### src/rtl/vc_fifo_bank.sv
// Bank of NCH independent circular FIFOs sharing one write port and one read port.
// Flags and occupancy are decoded combinationally from each channel's registered count.
module vc_fifo_bank #(
  parameter int unsigned BW  = 6,
  parameter int unsigned LEN = 4,
  parameter int unsigned NCH = 2,
  parameter int unsigned TOL = 1
) (
  input  logic                                  clk,
  input  logic                                  reset_L,
  input  logic                                  fifo_wr,
  input  logic [$clog2(NCH)-1:0]                wr_ch,
  input  logic [BW-1:0]                         fifo_data_in,
  input  logic                                  fifo_rd,
  input  logic [$clog2(NCH)-1:0]                rd_ch,
  output logic [BW-1:0]                         fifo_data_out,
  output logic                                  data_valid,
  output logic [NCH-1:0]                        error_output,
  output logic [NCH-1:0]                        fifo_full,
  output logic [NCH-1:0]                        fifo_empty,
  output logic [NCH-1:0]                        fifo_almost_full,
  output logic [NCH-1:0]                        fifo_almost_empty,
  output logic [NCH*($clog2(LEN)+1)-1:0]        occupancy
);

  localparam int unsigned CW = $clog2(NCH);
  localparam int unsigned AW = $clog2(LEN);
  localparam int unsigned OW = AW + 1;

  logic [BW-1:0]  mem    [NCH][LEN];
  logic [AW-1:0]  wr_ptr [NCH];
  logic [AW-1:0]  rd_ptr [NCH];
  logic [OW-1:0]  cnt    [NCH];
  logic [NCH-1:0] wr_sel, rd_sel, wr_ok, rd_ok;
  logic [BW-1:0]  head;

  // Channel decode; out-of-range selects match no channel and become no-ops.
  // A full channel may still take a write when the same channel is read this cycle.
  always_comb begin
    wr_sel = '0;
    rd_sel = '0;
    wr_ok  = '0;
    rd_ok  = '0;
    head   = '0;
    for (int i = 0; i < NCH; i++) begin
      wr_sel[i] = fifo_wr && (wr_ch == CW'(i));
      rd_sel[i] = fifo_rd && (rd_ch == CW'(i));
      rd_ok[i]  = rd_sel[i] && (cnt[i] != '0);
      wr_ok[i]  = wr_sel[i] && ((cnt[i] != OW'(LEN)) || rd_ok[i]);
      if (rd_ok[i]) head = mem[i][rd_ptr[i]];
    end
  end

  // Status decode from the registered counts.
  always_comb begin
    fifo_full         = '0;
    fifo_empty        = '0;
    fifo_almost_full  = '0;
    fifo_almost_empty = '0;
    occupancy         = '0;
    for (int i = 0; i < NCH; i++) begin
      fifo_full[i]         = (cnt[i] == OW'(LEN));
      fifo_empty[i]        = (cnt[i] == '0);
      fifo_almost_full[i]  = (cnt[i] >= OW'(LEN - TOL));
      fifo_almost_empty[i] = (cnt[i] <= OW'(TOL));
      occupancy[i*OW +: OW] = cnt[i];
    end
  end

  always_ff @(posedge clk) begin
    if (!reset_L) begin
      fifo_data_out <= '0;
      data_valid    <= 1'b0;
      error_output  <= '0;
      for (int i = 0; i < NCH; i++) begin
        wr_ptr[i] <= '0;
        rd_ptr[i] <= '0;
        cnt[i]    <= '0;
      end
    end else begin
      data_valid   <= |rd_ok;
      if (|rd_ok) fifo_data_out <= head;
      error_output <= error_output | (wr_sel & ~wr_ok) | (rd_sel & ~rd_ok);
      for (int i = 0; i < NCH; i++) begin
        if (wr_ok[i]) wr_ptr[i] <= wr_ptr[i] + AW'(1);
        if (rd_ok[i]) rd_ptr[i] <= rd_ptr[i] + AW'(1);
        case ({wr_ok[i], rd_ok[i]})
          2'b10:   cnt[i] <= cnt[i] + OW'(1);
          2'b01:   cnt[i] <= cnt[i] - OW'(1);
          default: cnt[i] <= cnt[i];
        endcase
      end
    end
  end

  // Storage is intentionally not reset; pointers alone define valid contents.
  always_ff @(posedge clk) begin
    if (reset_L) begin
      for (int i = 0; i < NCH; i++) begin
        if (wr_ok[i]) mem[i][wr_ptr[i]] <= fifo_data_in;
      end
    end
  end

endmodule

### config.mk
export PLATFORM = sky130hd
export DESIGN_NAME = vc_fifo_bank
export DESIGN_NICKNAME = d
export VERILOG_FILES = /design/src/rtl/vc_fifo_bank.sv
export SDC_FILE = /design/constraint.sdc
export NUM_CORES = 1
export LEC_CHECK = 0
export CAP_MARGIN = 20
export CORE_AREA = 5 5 80 82
export DETAILED_ROUTE_END_ITERATION = 6
export DIE_AREA = 0 0 85 87
export PLACE_DENSITY = 0.82
export SLEW_MARGIN = 20
export SYNTH_ARGS = -nofsm -noshare
export SYNTH_HDL_FRONTEND = slang
export SYNTH_SLANG_ARGS = --single-unit
### constraint.sdc
create_clock -name clk -period 3.4 [get_ports clk]
set_input_delay 0.68 -clock clk [delete_from_list [all_inputs] [get_ports clk]]
set_output_delay 0.68 -clock clk [all_outputs]
set_load 0.03 [all_outputs]
Word-level counts from Yosys, hierarchy flattened
Memories as Yosys holds them, arrays and structs flattened. Cells that the tools add are included.

Register bits after elaboration: 9. Bits in writable memories: 62. Input port bits: 12. Output and inout port bits: 23. Logic and storage cells: 133. Memories kept: 4.

Add/subtract/negate cells: 8. $lt $le $gt $ge: 10. Equality and inequality tests: 8. Multiplexer cells: 58. Bitwise logic cells: 22. Reduce and logical (&&, ||, !) cells: 20.

Memories: mem (words 2, width 24, read ports 2, clocked after memory_dff 0, wr ports 1, line 30) `logic [BW-1:0] mem [NCH][LEN];`; cnt (words 2, width 3, read ports 2, clocked after memory_dff 0, wr ports 2, line 33) `logic [OW-1:0] cnt [NCH];`; rd_ptr (words 2, width 2, read ports 2, clocked after memory_dff 0, wr ports 2, line 32) `logic [AW-1:0] rd_ptr [NCH];`; wr_ptr (words 2, width 2, read ports 2, clocked after memory_dff 0, wr ports 2, line 31) `logic [AW-1:0] wr_ptr [NCH];`.

Operator list (count): 24-bit two-way mux (4); 6-bit two-way mux (8); 1-bit two-way mux (32); 6-bit binary-select mux with 2-bit select (2); 6-bit demux with 2-bit select (2); 24-bit OR reduction (1); 3-bit two-way mux (6); 3-bit greater-or-equal comparator (second input constant) (4); 2-bit NOT with 3-bit output (4); 1-bit logical AND (10); 1-bit bitwise OR (10); 2-bit by 1-bit adder with 2-bit output (second input constant) (4); 2-bit two-way mux (4); 3-bit by 1-bit adder with 3-bit output (second input constant) (2); 3-bit == test (second input constant) (2); 3-bit by 2-bit greater-or-equal comparator with 1-bit output (second input constant) (2); 3-bit by 1-bit <= comparator with 1-bit output (second input constant) (2); 3-bit logical NOT (2); 3-bit by 1-bit less-than comparator with 1-bit output (second input constant) (2); 3-bit inequality test (second input constant) (2); 3-bit nonzero test (2); 2-bit OR reduction (3); 3-bit by 1-bit subtractor with 3-bit output (second input constant) (2); 2-bit AND (2); 6 further kinds (12).

Longest topological paths before layout
Gate-level depths: netlist of run 1.

Depth in word-level cells: 12. Depth in mapped cells: 7. Mapped depth without buffers: 7.

Worst setup path before layout of run 1
Ideal clock, no wire load.

Path type: register to register. Start: memory cnt[0][0] (netlist name). End: memory mem[0][0] (netlist name) (enable). Library setup time: 0.320 ns. Data arrival time: 1.793 ns. Data required time: 3.080 ns. Path slack: 1.286 ns. Stages on the path, launching flop included: 6. Buffers on the path: 0. Clock period less this slack: 2.114 ns. Cell sequence: edfxtp_1 inv_1 ha_1 and2_1 a21oi_2 and3_1.

RTL lines (line): start: declaration (33); end: declaration (30).

==> results.py, run 1 <==
metrics = {
    "yosys": {
        "netlist_instances": 220,
        "yosys.area_share.simple": 0.0954,
        "syn-num-nets": 249,
        "synth_seq_cells": 71,
        "synth_compound_area_frac": 0.0623,
        "synthesis.area_um2": 3210,
        "synth.yosys.seq_area_share": 0.636,
        "muxShareOfSynthArea": 0.0900,
        "ys.flop_type": "edfxtp_1",
        "synth_area_leaders": "edfxtp_1 58%, ha_1 6.6%, dfxtp_1 5.6%, mux4_2 4.9%, mux4_1 4.1%",
        "synth_area_per_cell_um2": 14.6,
        "synth-edff-count": 62,
        "synth_cell_types": 34,
        "synthAdderAreaFrac": 0.0662,
        "ys_async_sr_fraction": 0,
        "synth_xor_area_frac": 0.0136,
        "synth_top_family_by_area": "simple AND/OR/NAND/NOR gates",
        "synth_top_area_share": 0.579,
        "ys_warn_count": 0,
        "synth_top_cell_by_area": "edfxtp_1",
    },
    "clock_network": {
        "clk_path_buf_depth": 2,
        "clock-sinks": 71,
        "cts_setup_buffers": 0,
        "cts_buffers": 9,
        "cts_resized": 0,
        "h-tree-depth": 3,
        "cts_tree": "yes",
        "cts_hold_buffers": 0,
        "cts_root_buf": "clkbuf_8",
        "clk_pin_slew_ns": 0.07,
        "clkLatencyLatePin_ns": 0.33,
    },
    "timing": {
        "rsz0062_at_grt": "false",
        "setup_viol": 0,
        "timing.final.crit_period_ns": 2.73,
        "worst_slew_pin_slew_ns": 0.659,
        "post-route-period-util": 0.803,
        "setup_tns_ns": 0,
        "skew_ns": 0.00574,
        "max-slew-margin-rel": 0.560,
        "timing.fmax_ghz": 0.366,
        "drv_slew": 0,
        "hold_viol_final": 0,
    },
    "setup_path": {
        "cp-start-kind": "flip-flop",
        "crit_chain": "inv_1 > ha_1 > and2_1 > clkdlybuf4s50_1",
        "end_kind": "output port",
        "worstPathRequired_ns": 2.72,
        "max_stage_delay_ns": 0.68,
        "critPathBufInv": 2,
        "critPathTopFamily": "buffers and inverters",
        "critPathMaxFanout": 5,
        "critPathArrivalTime_ns": 2.05,
        "critical_path.slowest_cell": "clkdlybuf4s50_1",
        "worstSetupPathType": "flip-flop to output port",
    },
    "pwr": {
        "pwr-share-clk": 0.296,
        "power_uw": 2090,
        "ir_drop_mv": 0.295,
        "p_switching_uw": 578,
        "leakage_uw": 0.00139,
        "power.internal_uw": 1510,
        "power_density_nw_per_um2": 553,
        "p_seq_frac": 0.500,
        "power_frac_comb": 0.205,
        "netSwitchingFraction": 0.276,
    },
    "global_route": {
        "antenna_found_initial": 0,
        "grtUsageTotal": 0.177,
        "grt_pass1_vias": 1741,
        "grt_pass1_wl_mm": 9.44,
        "grt_max_degree": 18,
        "gr-total-overflow": 0,
    },
    "hold_path": {
        "hold_path.class": "flip-flop to flip-flop",
    },
    "final_layout": {
        "regArea_um2": 2040,
        "drive_gt1_frac": 0.114,
        "layout_commonest_cell": "edfxtp_1",
        "fin_nets": 287,
        "layout.cells.non_filler": 338,
        "area_growth_pct": 17.8,
        "n_antenna_cell": 0,
        "final_cell_mix": "62 x edfxtp_1, 34 x clkdlybuf4s50_1, 17 x inv_1, 17 x nor2_1, 17 x ha_1",
        "multi_input_area_um2": 1050,
        "fin_util": 0.667,
        "fill_cells": 400,
    },
    "run": {
        "max_cap_violations": 0,
    },
    "floorplanning": {
        "rows": 28,
        "die_h_um": 87,
        "num_io_pins": 35,
        "design.die.area_um2": 7400,
        "core_um2": 5680,
        "die_w_um": 85,
        "start_util": 0.566,
    },
    "detailed_routing": {
        "drt-vias-per-instance": 5.52,
        "num_vias": 1866,
        "dr.first_iter.drc_count": 129,
        "wire_per_inst_um": 17.9,
        "dr.pass1.iters": 4,
        "ant_nets": 0,
        "wl_mm": 6.07,
        "drc": 0,
    },
    "placed_design": {
        "hpwl_mm": 4.48,
        "io_buffers": 34,
        "gp_congestion": 0.777,
        "dp_cells": 322,
    },
    "run_status": {
        "status": "complete, no violations",
    },
}
==> synth_stat cells (all sizes together), types with 2 or more instances <==
cell type  count
inv           18
mux4          12
clkbuf         2
dfxtp          9
a22oi          7
o21ai          7
xor2           2
nand2         14
nor3           3
nor2          19
buf            5
and3           8
a21oi         13
edfxtp        62
nor2b          2
and2           3
xnor2          3
ha            17
nand2b         6
nand3          3
==> cell families (layout without fill, tap and decap cells) <==
| group | Yosys count | after routing |
|---|---|---|
| AOI/OAI and AO/OA | 31 | 31 |
| xor gates and xnor gates | 5 | 5 |
| adders and majority gates | 17 | 17 |
| buffers and inverters | 25 | 68 |
| DFF | 71 | 71 |
| muxes | 12 | 12 |
| and+or+nand+nor | 59 | 59 |
==> registers in the layout, indices dropped and copies added (netlist names) <==
register	cells
error_output	2
fifo_data_out	6
wr_ptr	4
data_valid	1
cnt	6
rd_ptr	4
mem	48
==> through the flow <==
stage | setup slack (ns) | hold WS [ns] | instance area [um^2]
final | 0.671 | 0.447 | 3780
after global routing | 0.558 | 0.459 | 3780
after CTS | 0.646 | 0.452 | 3780
after detailed placement | 0.786 | 0.441 | 3600
after global placement | 0.822 | 0.436 | 3600
after floorplan | 1.29 | 0.571 | 3210
==> power by group through the flow <==
stage / clock network (uW) / logic [uW] / registers (uW)
finish: 618 / 428 / 1050
detailed placement: 0 / 430 / 1060
global route: 669 / 461 / 1050
CTS: 632 / 432 / 1050
floorplan: 0 / 246 / 1090
global placement: 0 / 424 / 1060
==> final cells by class <==
| type | instances | area share |
|---|---|---|
| repair buffers | 34 | 0.0899 |
| well taps | 75 | 0.0248 |
| multi-input cells | 124 | 0.278 |
| inverters | 18 | 0.0185 |
| clock buffers | 9 | 0.0327 |
| flip-flops and latches | 71 | 0.540 |
| clock inverters | 7 | 0.0165 |
==> tightest hold or removal path: cells and delay by family (launching register included) <==
family                 cells  cell delay (ns)
flip-flops                 1             0.31
AO/OA/AOI/OAI              1             0.05
buffers and inverters      1             0.04
==> path summary, 6_finish.rpt <==
path	from	to	slack [ns]	cells after the start
worst max-delay path	cnt[0][0]	fifo_full[0]	0.67	4
worst min-delay path	error_output[0]	error_output[0]	0.45	2
worst min register to register	error_output[0]	error_output[0]	0.45	2
worst max register to register	cnt[0][0]	mem[0][22]	1.36	5
==> routing by layer <==
layer / track usage / wire [um]
met2: 0.273 / 2920
met3: 0.0341 / 334
met5: 0 / 0
met4: 0.0906 / 127
met1: 0.240 / 2690
Note: power is estimated with default switching activity, not from simulation.
==> run 2: changes to the inputs <==
Settings changed: CORE_AREA 5 5 80 82 to 5 5 87 89, DIE_AREA 0 0 85 87 to 0 0 92 94, PLACE_DENSITY 0.82 to 0.73.
Clock period 3.4 ns to 2.25 ns, I/O delays scaled along.
==> results.py, run 2 (synthesized netlist as in run 1, its figures left out) <==
metrics = {
    "run_status": {
        "status": "complete, no violations",
    },
    "detailed_routing": {
        "drc": 0,
        "ant_nets": 0,
        "wire_per_inst_um": 15.9,
        "wl_mm": 5.64,
        "dr.first_iter.drc_count": 94,
        "num_vias": 1850,
        "drt-vias-per-instance": 5.23,
        "dr.pass1.iters": 4,
    },
    "timing": {
        "setup_tns_ns": 0,
        "rsz0062_at_grt": "false",
        "setup_viol": 0,
        "fin_hold_ws_ns": 0.451,
        "drv_slew": 0,
        "worst_slew_pin_slew_ns": 0.572,
        "setup_ws_ns": 0.0867,
        "max-slew-margin-rel": 0.618,
        "timing.fmax_ghz": 0.462,
        "timing.final.crit_period_ns": 2.16,
        "hold_viol_final": 0,
        "skew_ns": 0.00855,
        "post-route-period-util": 0.961,
    },
    "global_route": {
        "antenna_found_initial": 0,
        "gr-total-overflow": 0,
        "grt_pass1_vias": 1871,
        "grtUsageTotal": 0.142,
        "grt_pass1_wl_mm": 9.27,
        "grt_max_degree": 14,
    },
    "floorplanning": {
        "num_io_pins": 35,
        "start_util": 0.481,
        "die_w_um": 92,
        "die_h_um": 94,
        "design.die.area_um2": 8650,
        "core_um2": 6680,
        "rows": 30,
    },
    "pwr": {
        "power_density_nw_per_um2": 807,
        "leakage_uw": 0.00147,
        "ir_drop_mv": 0.455,
    },
    "final_layout": {
        "drive_gt1_frac": 0.168,
        "area_growth_pct": 19.7,
        "fill_cells": 527,
        "largest_register_ffs": 48,
        "n_antenna_cell": 0,
        "fin_nets": 298,
        "layout.cells.non_filler": 354,
        "final_cell_mix": "62 x edfxtp_1, 26 x clkdlybuf4s50_1, 17 x inv_1, 17 x nor2_1, 17 x ha_1",
        "layout_commonest_cell": "edfxtp_1",
    },
    "placed_design": {
        "io_buffers": 34,
        "pre_cts_ws_ns": 0.0869,
        "dp_cells": 337,
        "gp_congestion": 0.774,
        "hpwl_mm": 4.28,
    },
    "setup_path": {
        "cp-start-kind": "flip-flop",
        "critPathArrivalTime_ns": 1.71,
        "r2r_slack_ns": 0.31,
        "end_kind": "output port",
        "worstPathRequired_ns": 1.80,
        "worstSetupPathType": "flip-flop to output port",
        "critPathMaxFanout": 5,
    },
    "clock_network": {
        "cts_buffers": 9,
        "cts_root_buf": "clkbuf_8",
        "clkLatencyLatePin_ns": 0.34,
        "h-tree-depth": 3,
        "cts_hold_buffers": 0,
        "cts_tree": "yes",
        "clk_path_buf_depth": 2,
        "clock-sinks": 71,
        "clk_pin_slew_ns": 0.08,
    },
    "run": {
        "max_cap_violations": 0,
    },
    "hold_path": {
        "hold_path.class": "flip-flop to flip-flop",
    },
}
==> run 2: changes by cell type in the layout (fill, tap and decap cells not counted), sizes merged <==
cell and change:
clkinvlp -1, buf +11, dlymetal6s2s +1, bufinv -1
clkdlybuf4s50 -8, dlygate4sd2 +4, clkbuf +5
==> run 2: power by group <==
| part | internal (uW) | switching, uW | total, uW |
|---|---|---|---|
| Clock | 431 | 458 | 889 |
| Sequential | 1510 | 66.8 | 1580 |
| Combinational | 273 | 366 | 639 |
==> run 2: metrics by stage <==
step	total power [uW]	cell area, um^2	util
after floorplan	2020	3210	-
after global placement	2260	3680	0.551
after detailed placement	2270	3680	0.551
after CTS	3140	3850	0.576
after global routing	3270	3840	0.575
final	3100	3840	0.575
==> run 2: layer usage <==
layer	vias to the layer above	global-route usage	wire [um]
li1	913	-	-
met2	49	0.230	2730
met1	883	0.183	2590
met5	-	0	0
met3	5	0.0369	269
met4	0	0.0594	40
==> run 2: worst max-delay path, stage by stage (launching register included) <==
cell           delay [ns]
edfxtp_1             0.45
ha_1                 0.25
ha_1                 0.17
nor2_1               0.07
o21ai_0              0.07
dlygate4sd2_1        0.36
==> run 2: final cells by class <==
cell class | instances | area [um^2] | share of cell area
Sequential cell | 71 | 2040 | 0.531
Multi-Input combinational cell | 124 | 1050 | 0.274
Timing Repair Buffer | 45 | 405 | 0.105
Clock buffer | 11 | 141 | 0.0368
Tap cell | 80 | 100 | 0.0260
Inverter | 18 | 70.1 | 0.0182
Clock inverter | 5 | 33.8 | 0.00879
==> run 2: final timing paths <==
path	endpoint	cells past startpoint	startpoint
worst max-delay path	fifo_almost_full[0]	5	cnt[0][0]
worst min-delay path	error_output[0]	2	error_output[0]
worst max register to register	mem[0][9]	5	cnt[0][0]
worst min register to register	error_output[0]	2	error_output[0]
==> run 2: repair_timing <==
action / CTS / global route
gates resized for setup: 7 / 7
endpoints found under the hold margin: 0 / 0
endpoints found under the setup margin: 7 / 5
cloned: 0 / 0
setup buffers: 0 / 1
